File: src/rtl/vx_commit_arbiter_if.sv
// ---------------------------------------------------------------------------
// vx_commit_arbiter_if
// Bundle of the commit arbiter's handshake signals: the per-unit commit
// streams on the input side and the single merged stream to the commit stage.
//
//   in_valid  [NUM_INPUTS]             per-unit beat valid
//   in_data   [NUM_INPUTS*DATA_WIDTH]  per-unit payload, unit i at [i*DATA_WIDTH +: DATA_WIDTH]
//   in_eop    [NUM_INPUTS]             last beat of a commit packet
//   in_ready  [NUM_INPUTS]             beat accepted when valid & ready
//   out_valid                          merged beat valid
//   out_data  [DATA_WIDTH]             merged payload
//   out_eop                            merged last-beat flag
//   out_sel   [SEL_W]                  source unit of the merged beat
//   out_ready                          commit stage accepts the merged beat
//
// Modports: master = execute units + commit stage (environment side),
//           slave  = the arbiter.
// ---------------------------------------------------------------------------
interface vx_commit_arbiter_if #(
    parameter int NUM_INPUTS = 4,
    parameter int DATA_WIDTH = 64
);
    localparam int SEL_W = (NUM_INPUTS > 1) ? $clog2(NUM_INPUTS) : 1;

    logic [NUM_INPUTS-1:0]            in_valid;
    logic [NUM_INPUTS*DATA_WIDTH-1:0] in_data;
    logic [NUM_INPUTS-1:0]            in_eop;
    logic [NUM_INPUTS-1:0]            in_ready;
    logic                             out_valid;
    logic [DATA_WIDTH-1:0]            out_data;
    logic                             out_eop;
    logic [SEL_W-1:0]                 out_sel;
    logic                             out_ready;

    modport master (
        output in_valid, in_data, in_eop, out_ready,
        input  in_ready, out_valid, out_data, out_eop, out_sel
    );

    modport slave (
        input  in_valid, in_data, in_eop, out_ready,
        output in_ready, out_valid, out_data, out_eop, out_sel
    );
endinterface

File: src/rtl/vx_commit_arbiter.sv
// ---------------------------------------------------------------------------
// vx_commit_arbiter
// Merges NUM_INPUTS execute-unit commit streams into one stream. A
// round-robin arbiter picks a unit, a granted multi-beat packet holds the
// grant until its eop beat, and accepted beats go through a 2-entry skid
// FIFO so the merged output is registered yet sustains one beat per cycle.
//
// Ports:
//   clk           clock, all state on the rising edge
//   reset         asynchronous, active-low reset
//   bus           vx_commit_arbiter_if.slave (input streams + merged output)
//   perf_commits  [NUM_INPUTS*32] per-unit count of accepted eop beats
//                 (present only when VX_COMMIT_ARB_PERF_EN is defined)
//
// Optional feature macro: VX_COMMIT_ARB_PERF_EN
// ---------------------------------------------------------------------------
module vx_commit_arbiter #(
    parameter int NUM_INPUTS = 4,
    parameter int DATA_WIDTH = 64
) (
    input  logic                     clk,
    input  logic                     reset,
    vx_commit_arbiter_if.slave       bus
`ifdef VX_COMMIT_ARB_PERF_EN
    ,
    output logic [NUM_INPUTS*32-1:0] perf_commits
`endif
);
    localparam int SEL_W   = (NUM_INPUTS > 1) ? $clog2(NUM_INPUTS) : 1;
    localparam int ENTRY_W = DATA_WIDTH + 1 + SEL_W;

    typedef enum logic { ST_OPEN = 1'b0, ST_LOCKED = 1'b1 } state_t;

    state_t                state_q, state_d;
    logic [SEL_W-1:0]      rr_ptr_q, rr_ptr_d;
    logic [SEL_W-1:0]      lock_idx_q, lock_idx_d;
    logic [1:0]            count_q;
    logic                  rd_ptr_q;
    logic                  wr_ptr;
    logic [ENTRY_W-1:0]    mem_q [2];
    logic [ENTRY_W-1:0]    head;
    logic [SEL_W-1:0]      grant_idx;
    logic                  grant_valid;
    logic                  grant_eop;
    logic [DATA_WIDTH-1:0] grant_data;
    logic                  can_push;
    logic                  push;
    logic                  pop;
    logic [NUM_INPUTS-1:0] ready;

    always_comb begin
        state_d     = state_q;
        rr_ptr_d    = rr_ptr_q;
        lock_idx_d  = lock_idx_q;
        grant_idx   = '0;
        grant_valid = 1'b0;

        if (state_q == ST_LOCKED) begin
            // Only the packet owner may proceed; if it stalls, nobody does.
            grant_idx   = lock_idx_q;
            grant_valid = bus.in_valid[lock_idx_q];
        end else begin
            // Walk the search order backwards so the last hit written is the
            // one closest to rr_ptr.
            for (int k = NUM_INPUTS - 1; k >= 0; k--) begin
                if (bus.in_valid[(int'(rr_ptr_q) + k) % NUM_INPUTS]) begin
                    grant_idx   = SEL_W'((int'(rr_ptr_q) + k) % NUM_INPUTS);
                    grant_valid = 1'b1;
                end
            end
        end

        grant_eop  = bus.in_eop[grant_idx];
        grant_data = bus.in_data[int'(grant_idx)*DATA_WIDTH +: DATA_WIDTH];

        // A full FIFO still takes a beat when the head leaves this cycle.
        // Reset gates ready combinationally so it drops the instant reset asserts.
        can_push = reset && ((count_q != 2'd2) || bus.out_ready);
        push     = grant_valid && can_push;
        pop      = (count_q != 2'd0) && bus.out_ready;

        ready = '0;
        if (push) begin
            ready[grant_idx] = 1'b1;
            if (grant_eop) begin
                state_d  = ST_OPEN;
                rr_ptr_d = SEL_W'((int'(grant_idx) + 1) % NUM_INPUTS);
            end else begin
                state_d    = ST_LOCKED;
                lock_idx_d = grant_idx;
            end
        end
    end

    always_ff @(posedge clk or negedge reset) begin
        if (!reset) begin
            state_q    <= ST_OPEN;
            rr_ptr_q   <= '0;
            lock_idx_q <= '0;
        end else begin
            state_q    <= state_d;
            rr_ptr_q   <= rr_ptr_d;
            lock_idx_q <= lock_idx_d;
        end
    end

    // Write slot is the entry just past the live ones; with two live entries
    // and a simultaneous pop that is the slot being vacated.
    assign wr_ptr = rd_ptr_q ^ count_q[0];

    always_ff @(posedge clk or negedge reset) begin
        if (!reset) begin
            count_q  <= '0;
            rd_ptr_q <= 1'b0;
            mem_q[0] <= '0;
            mem_q[1] <= '0;
        end else begin
            if (push) begin
                mem_q[wr_ptr] <= {grant_data, grant_eop, grant_idx};
            end
            count_q <= count_q + {1'b0, push} - {1'b0, pop};
            if (pop) begin
                rd_ptr_q <= ~rd_ptr_q;
            end
        end
    end

    assign head          = mem_q[rd_ptr_q];
    assign bus.out_valid = (count_q != 2'd0);
    assign bus.out_data  = head[ENTRY_W-1 -: DATA_WIDTH];
    assign bus.out_eop   = head[SEL_W];
    assign bus.out_sel   = head[SEL_W-1:0];
    assign bus.in_ready  = ready;

`ifdef VX_COMMIT_ARB_PERF_EN
    logic [31:0] perf_q [NUM_INPUTS];

    always_ff @(posedge clk or negedge reset) begin
        if (!reset) begin
            for (int i = 0; i < NUM_INPUTS; i++) begin
                perf_q[i] <= '0;
            end
        end else if (push && grant_eop) begin
            perf_q[grant_idx] <= perf_q[grant_idx] + 32'd1;
        end
    end

    for (genvar gi = 0; gi < NUM_INPUTS; gi++) begin : g_perf
        assign perf_commits[gi*32 +: 32] = perf_q[gi];
    end
`endif
endmodule

File: src/flat_wrapper.sv
// flat-port wrapper written by rule: the top's interface ports become plain ports
module vx_commit_arbiter_flat 
#(
    parameter int NUM_INPUTS = 4,
    parameter int DATA_WIDTH = 64
)
  (clk, reset, bus_in_valid, bus_in_data, bus_in_eop, bus_out_ready, bus_in_ready, bus_out_valid, bus_out_data, bus_out_eop, bus_out_sel);
  vx_commit_arbiter_if #(.NUM_INPUTS(NUM_INPUTS), .DATA_WIDTH(DATA_WIDTH)) bus_i ();
  input  logic clk;
  input  logic reset;
  input wire logic [$bits(bus_i.in_valid)-1:0] bus_in_valid;
  input wire logic [$bits(bus_i.in_data)-1:0] bus_in_data;
  input wire logic [$bits(bus_i.in_eop)-1:0] bus_in_eop;
  input wire logic [$bits(bus_i.out_ready)-1:0] bus_out_ready;
  output wire logic [$bits(bus_i.in_ready)-1:0] bus_in_ready;
  output wire logic [$bits(bus_i.out_valid)-1:0] bus_out_valid;
  output wire logic [$bits(bus_i.out_data)-1:0] bus_out_data;
  output wire logic [$bits(bus_i.out_eop)-1:0] bus_out_eop;
  output wire logic [$bits(bus_i.out_sel)-1:0] bus_out_sel;
  assign bus_i.in_valid = bus_in_valid;
  assign bus_i.in_data = bus_in_data;
  assign bus_i.in_eop = bus_in_eop;
  assign bus_i.out_ready = bus_out_ready;
  assign bus_in_ready = bus_i.in_ready;
  assign bus_out_valid = bus_i.out_valid;
  assign bus_out_data = bus_i.out_data;
  assign bus_out_eop = bus_i.out_eop;
  assign bus_out_sel = bus_i.out_sel;
  vx_commit_arbiter #(.NUM_INPUTS(NUM_INPUTS), .DATA_WIDTH(DATA_WIDTH)) u_core (.clk(clk), .reset(reset), .bus(bus_i));
endmodule
File: config.mk
export PLATFORM = sky130hd
export DESIGN_NAME = vx_commit_arbiter_flat
export DESIGN_NICKNAME = d
export VERILOG_FILES = /design/src/rtl/vx_commit_arbiter_if.sv /design/src/rtl/vx_commit_arbiter.sv /design/src/flat_wrapper.sv
export SDC_FILE = /design/constraint.sdc
export NUM_CORES = 1
export LEC_CHECK = 0
export BUFFER_PORTS_ARGS = -buffer_cell sky130_fd_sc_hd__buf_2
export CORE_MARGIN = 5
export CORE_UTILIZATION = 25
export CTS_CLUSTER_DIAMETER = 60
export DETAILED_ROUTE_END_ITERATION = 7
export MAX_ROUTING_LAYER = met4
export PLACE_DENSITY_LB_ADDON = 0.08
export SETUP_SLACK_MARGIN = 0.05
export SYNTH_ARGS = -nofsm -noshare
export SYNTH_HDL_FRONTEND = slang
export SYNTH_SLANG_ARGS = --single-unit
File: constraint.sdc
create_clock -name clk -period 2.1 [get_ports clk]
set_input_delay 0.315 -clock clk [delete_from_list [all_inputs] [get_ports clk]]
set_output_delay 0.315 -clock clk [all_outputs]
set_load 0.02 [all_outputs]
* Word-level counts from Yosys, hierarchy flattened
Index checks and enable logic that the tools add are counted.
** Word-level totals
- Logic and storage cells :: 80
- Bits of input ports :: 267
- Output and inout port bits :: 72
- Register bits :: 142
** Operators by class
- Order comparisons :: 10
- Reductions and logical operators :: 12
- Bitwise logic cells :: 8
- Add/sub/neg operators :: 6
- Shift operators :: 1
- Equality and inequality tests :: 1
- Multiplexer cells :: 35
** Operators by type and width (count)
- 2-to-1 mux 67 bit :: 4
- indexed part select 256 x 9 -> 64 bit :: 1
- bitwise mux 134 bit :: 1
- demux 67 bit (select 1 bit) :: 1
- 2-to-1 mux 1 bit :: 16
- binary-select mux 1 bit (select 2 bit) :: 6
- < comparator 3 x 4 -> 1 bit (second input constant) :: 3
- 2-to-1 mux 2 bit :: 5
- < comparator 2 x 3 -> 1 bit (second input constant) :: 3
- OR reduction 2 bit :: 3
- logical AND 1 bit :: 5
- adder 2 x 1 -> 2 bit (second input constant) :: 2
- adder 2 bit (second input constant) :: 2
- >= comparator 2 bit (second input constant) :: 2
- 2-to-1 mux 4 bit :: 1
- NOT 1 -> 2 bit :: 2
- AND reduction 2 bit :: 2
- AND 1 bit (first input constant) :: 3
- adder 2 x 1 -> 2 bit :: 1
- demux 1 bit (select 2 bit) :: 1
- >= comparator 2 x 1 -> 1 bit (second input constant) :: 1
- < comparator 2 x 1 -> 1 bit (second input constant) :: 1
- != test 2 bit (second input constant) :: 1
- NOT 1 bit :: 2
- other kinds (4) :: 4

* Depth between registers and ports, before layout
- Depth in word-level cells :: 16
- Gate-level depth with buffers :: 10
- Depth with buffers taken out :: 8

* Worst setup path before layout
Ideal clock, no wire load.
- Path kind :: flip-flop to output port
- From :: register u_core.rr_ptr_q[1]
- To :: output bus_in_ready[2]
- Cell stages (with the launch flop) :: 10
- Path buffers :: 2
- Data arrival time :: 1.812 ns
- Required time :: 1.785 ns
- Path slack :: -0.027 ns
- Cells stage by stage :: dfrtp_1 -> and3b_1 -> a211oi_1 -> o221ai_2 -> and2_4 -> clkinv_2 -> buf_6 -> buf_4 -> ha_1 -> and2_1
** Between the ends
- Word-level cells in the longest chain between the ends :: 14
- Elaborated cells between the ends (all ways) :: 31
- Those cells by class :: 3 x add/sub; 2 x order compare; 24 x mux; 2 x reduce/logical
** Ends and longest elaborated chain
- start: declaration :: RTL line vx_commit_arbiter.sv:35 : logic [SEL_W-1:0] rr_ptr_q, rr_ptr_d;
- start signal: assignment :: RTL line vx_commit_arbiter.sv:102 : rr_ptr_q <= rr_ptr_d;
- adder 2 bit :: RTL line vx_commit_arbiter.sv:66 : if (bus.in_valid[(int'(rr_ptr_q) + k) % NUM_INPUTS]) begin
- binary-select mux 1 bit (select 2 bit) :: RTL line vx_commit_arbiter.sv:66
- 2-to-1 mux 1 bit (not written as such) (2 in series) :: RTL line vx_commit_arbiter.sv:66
- 2-to-1 mux 2 bit (3 in series) :: RTL line vx_commit_arbiter.sv:66
- 2-to-1 mux 2 bit (*) :: RTL line vx_commit_arbiter.sv:66
- 2-to-1 mux 2 bit (*) :: RTL line vx_commit_arbiter.sv:58 : if (state_q == ST_LOCKED) begin
- net u_core.grant_idx[0] :: RTL line vx_commit_arbiter.sv:42 : logic [SEL_W-1:0] grant_idx;
- < comparator 2 x 3 -> 1 bit (not written as such) / >= comparator 2 x 1 -> 1 bit (equally long branches) :: RTL line vx_commit_arbiter.sv:84 : ready[grant_idx] = 1'b1;
- logical AND 1 bit (not written as such) :: RTL line vx_commit_arbiter.sv:84
- 2-to-1 mux 1 bit (not written as such) :: RTL line vx_commit_arbiter.sv:84
- demux 1 bit (select 2 bit) (*)
- 2-to-1 mux 4 bit (*) :: RTL line vx_commit_arbiter.sv:83 : if (push) begin
- end: declaration :: RTL line flat_wrapper.sv:15 : output wire logic [$bits(bus_i.in_ready)-1:0] bus_in_ready;
The timed path passes the listed nets; every way through them passes the cells marked *. The select of a mux whose other input is x is not followed.

* Worst setup path after layout
- From :: register u_core.rr_ptr_q[1]
- To :: output bus_in_ready[3]
The elaborated chain is that of the path after synthesis.

==> impl_metrics.yaml <==
power:
  vdd_drop_max_uv: 969
  p_sw_share_pct: 43.8
  switching_power_mw: 12.8
  leakagePower_nw: 7.02
  clkPwrFrac_pct: 11.9
  powerDensity_mw_per_mm2: 1910
  p_int_mw: 16.4
  power.total_mw: 29.2
  p_seq_share_pct: 16.4
  comb_power_share_pct: 71.6
place:
  dp_hpwl_um: 24800
  placed_area_mm2: 0.0119
  portBuffers: 338
  gp_congestion: 0.788
yosys:
  synthesis.nets: 1169
  seq_area_frac_synth_pct: 40.0
  ys_types: 44
  synth_flop_cell: "dfrtp_1"
  ys.warnings.count: 0
  synthCells: 896
  syn_area_per_cell_um2: 9.92
  synthesis.area_mm2: 0.00889
  synthArstFlopShare_pct: 100
  ys_ff_latch: 142
  synth_edf_count: 0
setup_path:
  required_ns: 1.78
  r2r_cells: 12
  start_kind: "flop"
  cp.arrival_ns: 2.16
  r2r-start: "u_core.rr_ptr_q[1]$_DFFE_PN0P_"
  path_max_fanout: 4
  reg2reg_to: "u_core.mem_q[89]$_DFFE_PN0P_"
  cp-end-kind: "output pin"
  reg2reg_slack_ns: -0.34
  path_class: "flop to output pin"
sta:
  skew_ns: 0.0152
  setup_viol: 144
  hold_viol: 0
  maxSlewViolCount: 0
  finalWorstSetupSlack_ns: -0.377
  period_share_pct: 118
  worst_slew_pin_slew_ns: 0.829
  fin_crit_ns: 2.48
  rsz0062_at_grt: "true"
  maxSlewHeadroom_pct: 44.8
  clock.fmax_ghz: 0.404
clock_tree:
  cts_tree: "done"
  numClockSinks: 142
  cts_max_level: 4
  clock_latency_ns: 0.42
  clk_pin_slew_worst_paths_ns: 0.07
  cts_buffers: 17
  cts_buffer_depth: 2
  cts-root-buf: "clkbuf_16"
min_path:
  min_to: "u_core.mem_q[103]$_DFFE_PN0P_"
  hold_class: "input pin to flop"
  hp-start: "bus_in_data[33]"
  hold_depth: 3
drt:
  first_iter_violations: 446
  via_per_inst: 4.92
  ant_nets: 0
  dr.pass1.iters: 5
  routed_wl_um: 39600
  drc_errors: 0
  vias: 8948
  wl_per_cell_um: 21.8
cells_and_area:
  nFillCells: 3425
  nets: 1618
  drive_gt1_share_pct: 61.8
  finalInstanceArea_mm2: 0.0153
  area_growth_syn_to_layout_pct: 72.4
outcome:
  failed_checks: "setup timing"
  status: "complete, but fails checks"
floorplanning:
  core_region_area_mm2: 0.0353
  ios: 339
  rows: 69
  initial_utilization_pct: 25.2
  die_h_um: 199
  dieArea_mm2: 0.0394
  die_x_um: 199
global_routing:
  antenna_found_initial: 2
  groute.usage.overall_pct: 18.1
  grt_overflow_total: 0
  grt_pass1_wl_um: 54100
  first_global_vias: 9301
  grt_max_degree: 68
job:
  drv_cap: 0
==> power by group through the flow <==
| stage | Clock (mW) | Combinational (mW) | Sequential, mW |
|---|---|---|---|
| floorplan | 0 | 8.98 | 4.59 |
| global placement | 0 | 14.3 | 4.79 |
| detailed placement | 0 | 14.2 | 4.82 |
| CTS | 3.60 | 16.7 | 4.78 |
| global route | 3.72 | 22.3 | 4.95 |
| finish | 3.49 | 20.9 | 4.80 |
==> critical path, cell delays in order (launching register included) <==
cell      delay, ns
dfrtp_2        0.44
and3b_1        0.18
a211oi_2       0.25
o221ai_4       0.15
and2_4         0.20
buf_6          0.13
ha_4           0.14
and2_4         0.13
buf_6          0.12
==> cells in the mapped netlist (2+ instances only) <==
cell / count / share of area, %
buf_2: 36 / 2.0
o21ai_0: 8 / 0.45
a211oi_1: 66 / 5.6
nand2b_1: 5 / 0.35
nor3_2: 2 / 0.23
buf_4: 3 / 0.25
a211oi_2: 63 / 8.9
o31a_1: 2 / 0.20
nor2_1: 3 / 0.13
xnor2_1: 3 / 0.30
dfrtp_1: 142 / 40
inv_1: 6 / 0.25
buf_1: 4 / 0.17
o31ai_1: 129 / 11
and2_1: 6 / 0.42
buf_6: 8 / 1.0
a21oi_1: 2 / 0.11
mux2_2: 71 / 9.0
nor2b_1: 2 / 0.14
and3_1: 128 / 9.0
inv_2: 2 / 0.084
clkbuf_1: 42 / 1.8
nand2_1: 137 / 5.8
ha_1: 6 / 0.84
==> sequential cells by signal (all words and copies together), names as in the netlist <==
register and flops:
u_core.rr_ptr_q 2, u_core.lock_idx_q 2, u_core.state_q 1, u_core.mem_q 134, u_core.count_q 2, u_core.rd_ptr_q 1
==> logic make-up (layout without fill, tap and decap cells) <==
family	Yosys count	count (layout)	synth area share, %
adder cells (fa/ha/maj)	6	6	0.845
AO/OA/AOI/OAI	279	279	27.1
XOR/XNOR	4	4	0.394
flip-flops	142	142	40.0
other	0	1	0
AND/OR/NAND/NOR	290	291	16.7
multiplexers	73	73	9.36
buffers and inverters	102	563	5.63
==> worst max path at each step <==
stage / cells after the start / start / to
CTS: 8 / u_core.rr_ptr_q[1]$_DFFE_PN0P_ / bus_in_ready[3]
global placement: 10 / bus_in_valid[3] / u_core.mem_q[22]$_DFFE_PN0P_
detailed placement: 10 / bus_in_valid[3] / u_core.mem_q[22]$_DFFE_PN0P_
floorplan: 9 / u_core.rr_ptr_q[1]$_DFFE_PN0P_ / bus_in_ready[0]
finish: 8 / u_core.rr_ptr_q[1]$_DFFE_PN0P_ / bus_in_ready[3]
global route: 8 / u_core.rr_ptr_q[1]$_DFFE_PN0P_ / bus_in_ready[3]
==> cell type report <==
type / instances / area [µm²] / area share, %
tap: 461 / 577 / 3.76
sequential: 142 / 3560 / 23.2
timing repair buffer: 522 / 4320 / 28.2
inverter: 9 / 51.3 / 0.335
antenna: 1 / 2.50 / 0.0163
clock buffer: 21 / 450 / 2.94
multi-input combinational: 653 / 6150 / 40.1
clock inverter: 11 / 214 / 1.40
==> placed cells by master, fill, tap and decap left out, types with 10 or more instances in the layout <==
cell,instances
o31ai_2,21
o31ai_1,107
nand2_1,135
buf_2,302
buf_4,98
and3_4,31
mux2_2,61
dfrtp_1,139
a211oi_4,64
clkbuf_16,33
buf_6,53
buf_16,12
and3_1,97
a211oi_2,65
mux2_4,10
buf_8,13
buf_12,27
==> through the flow <==
| step | instances | utilization, % | setup WS, ns | setup TNS (ns) | hold slack [ns] |
|---|---|---|---|---|---|
| floorplan | 896 | - | 0.0304 | 0 | 0.0194 |
| global placement | 1715 | 33.7 | -0.445 | -31.35 | 0.310 |
| detailed placement | 1715 | 33.7 | -0.447 | -34.19 | 0.303 |
| CTS | 1769 | 38.2 | -0.451 | -27.42 | 0.224 |
| global route | 1820 | 43.4 | -0.484 | -47.29 | 0.248 |
| finish | 1820 | 43.4 | -0.377 | -33.52 | 0.249 |
==> metal layers <==
layer / global-route usage (%) / share of wire (%) / up-vias
met3: 3.12 / 4.8 / 21
met4: 4.10 / 1.3 / 0
met2: 29.7 / 50 / 239
met1: 23.6 / 44 / 4427
met5: - / 0 / -
li1: - / - / 4261
==> timing repair <==
item,in CTS,in global routing
gates cloned,6,23
hold buffers,1,0
setup buffers,15,30
gates resized for setup,120,267
pin swaps,100,99
endpoints found under the hold margin,35,0
setup endpoints to repair,164,204
Note: power is estimated with default switching activity, not from simulation.
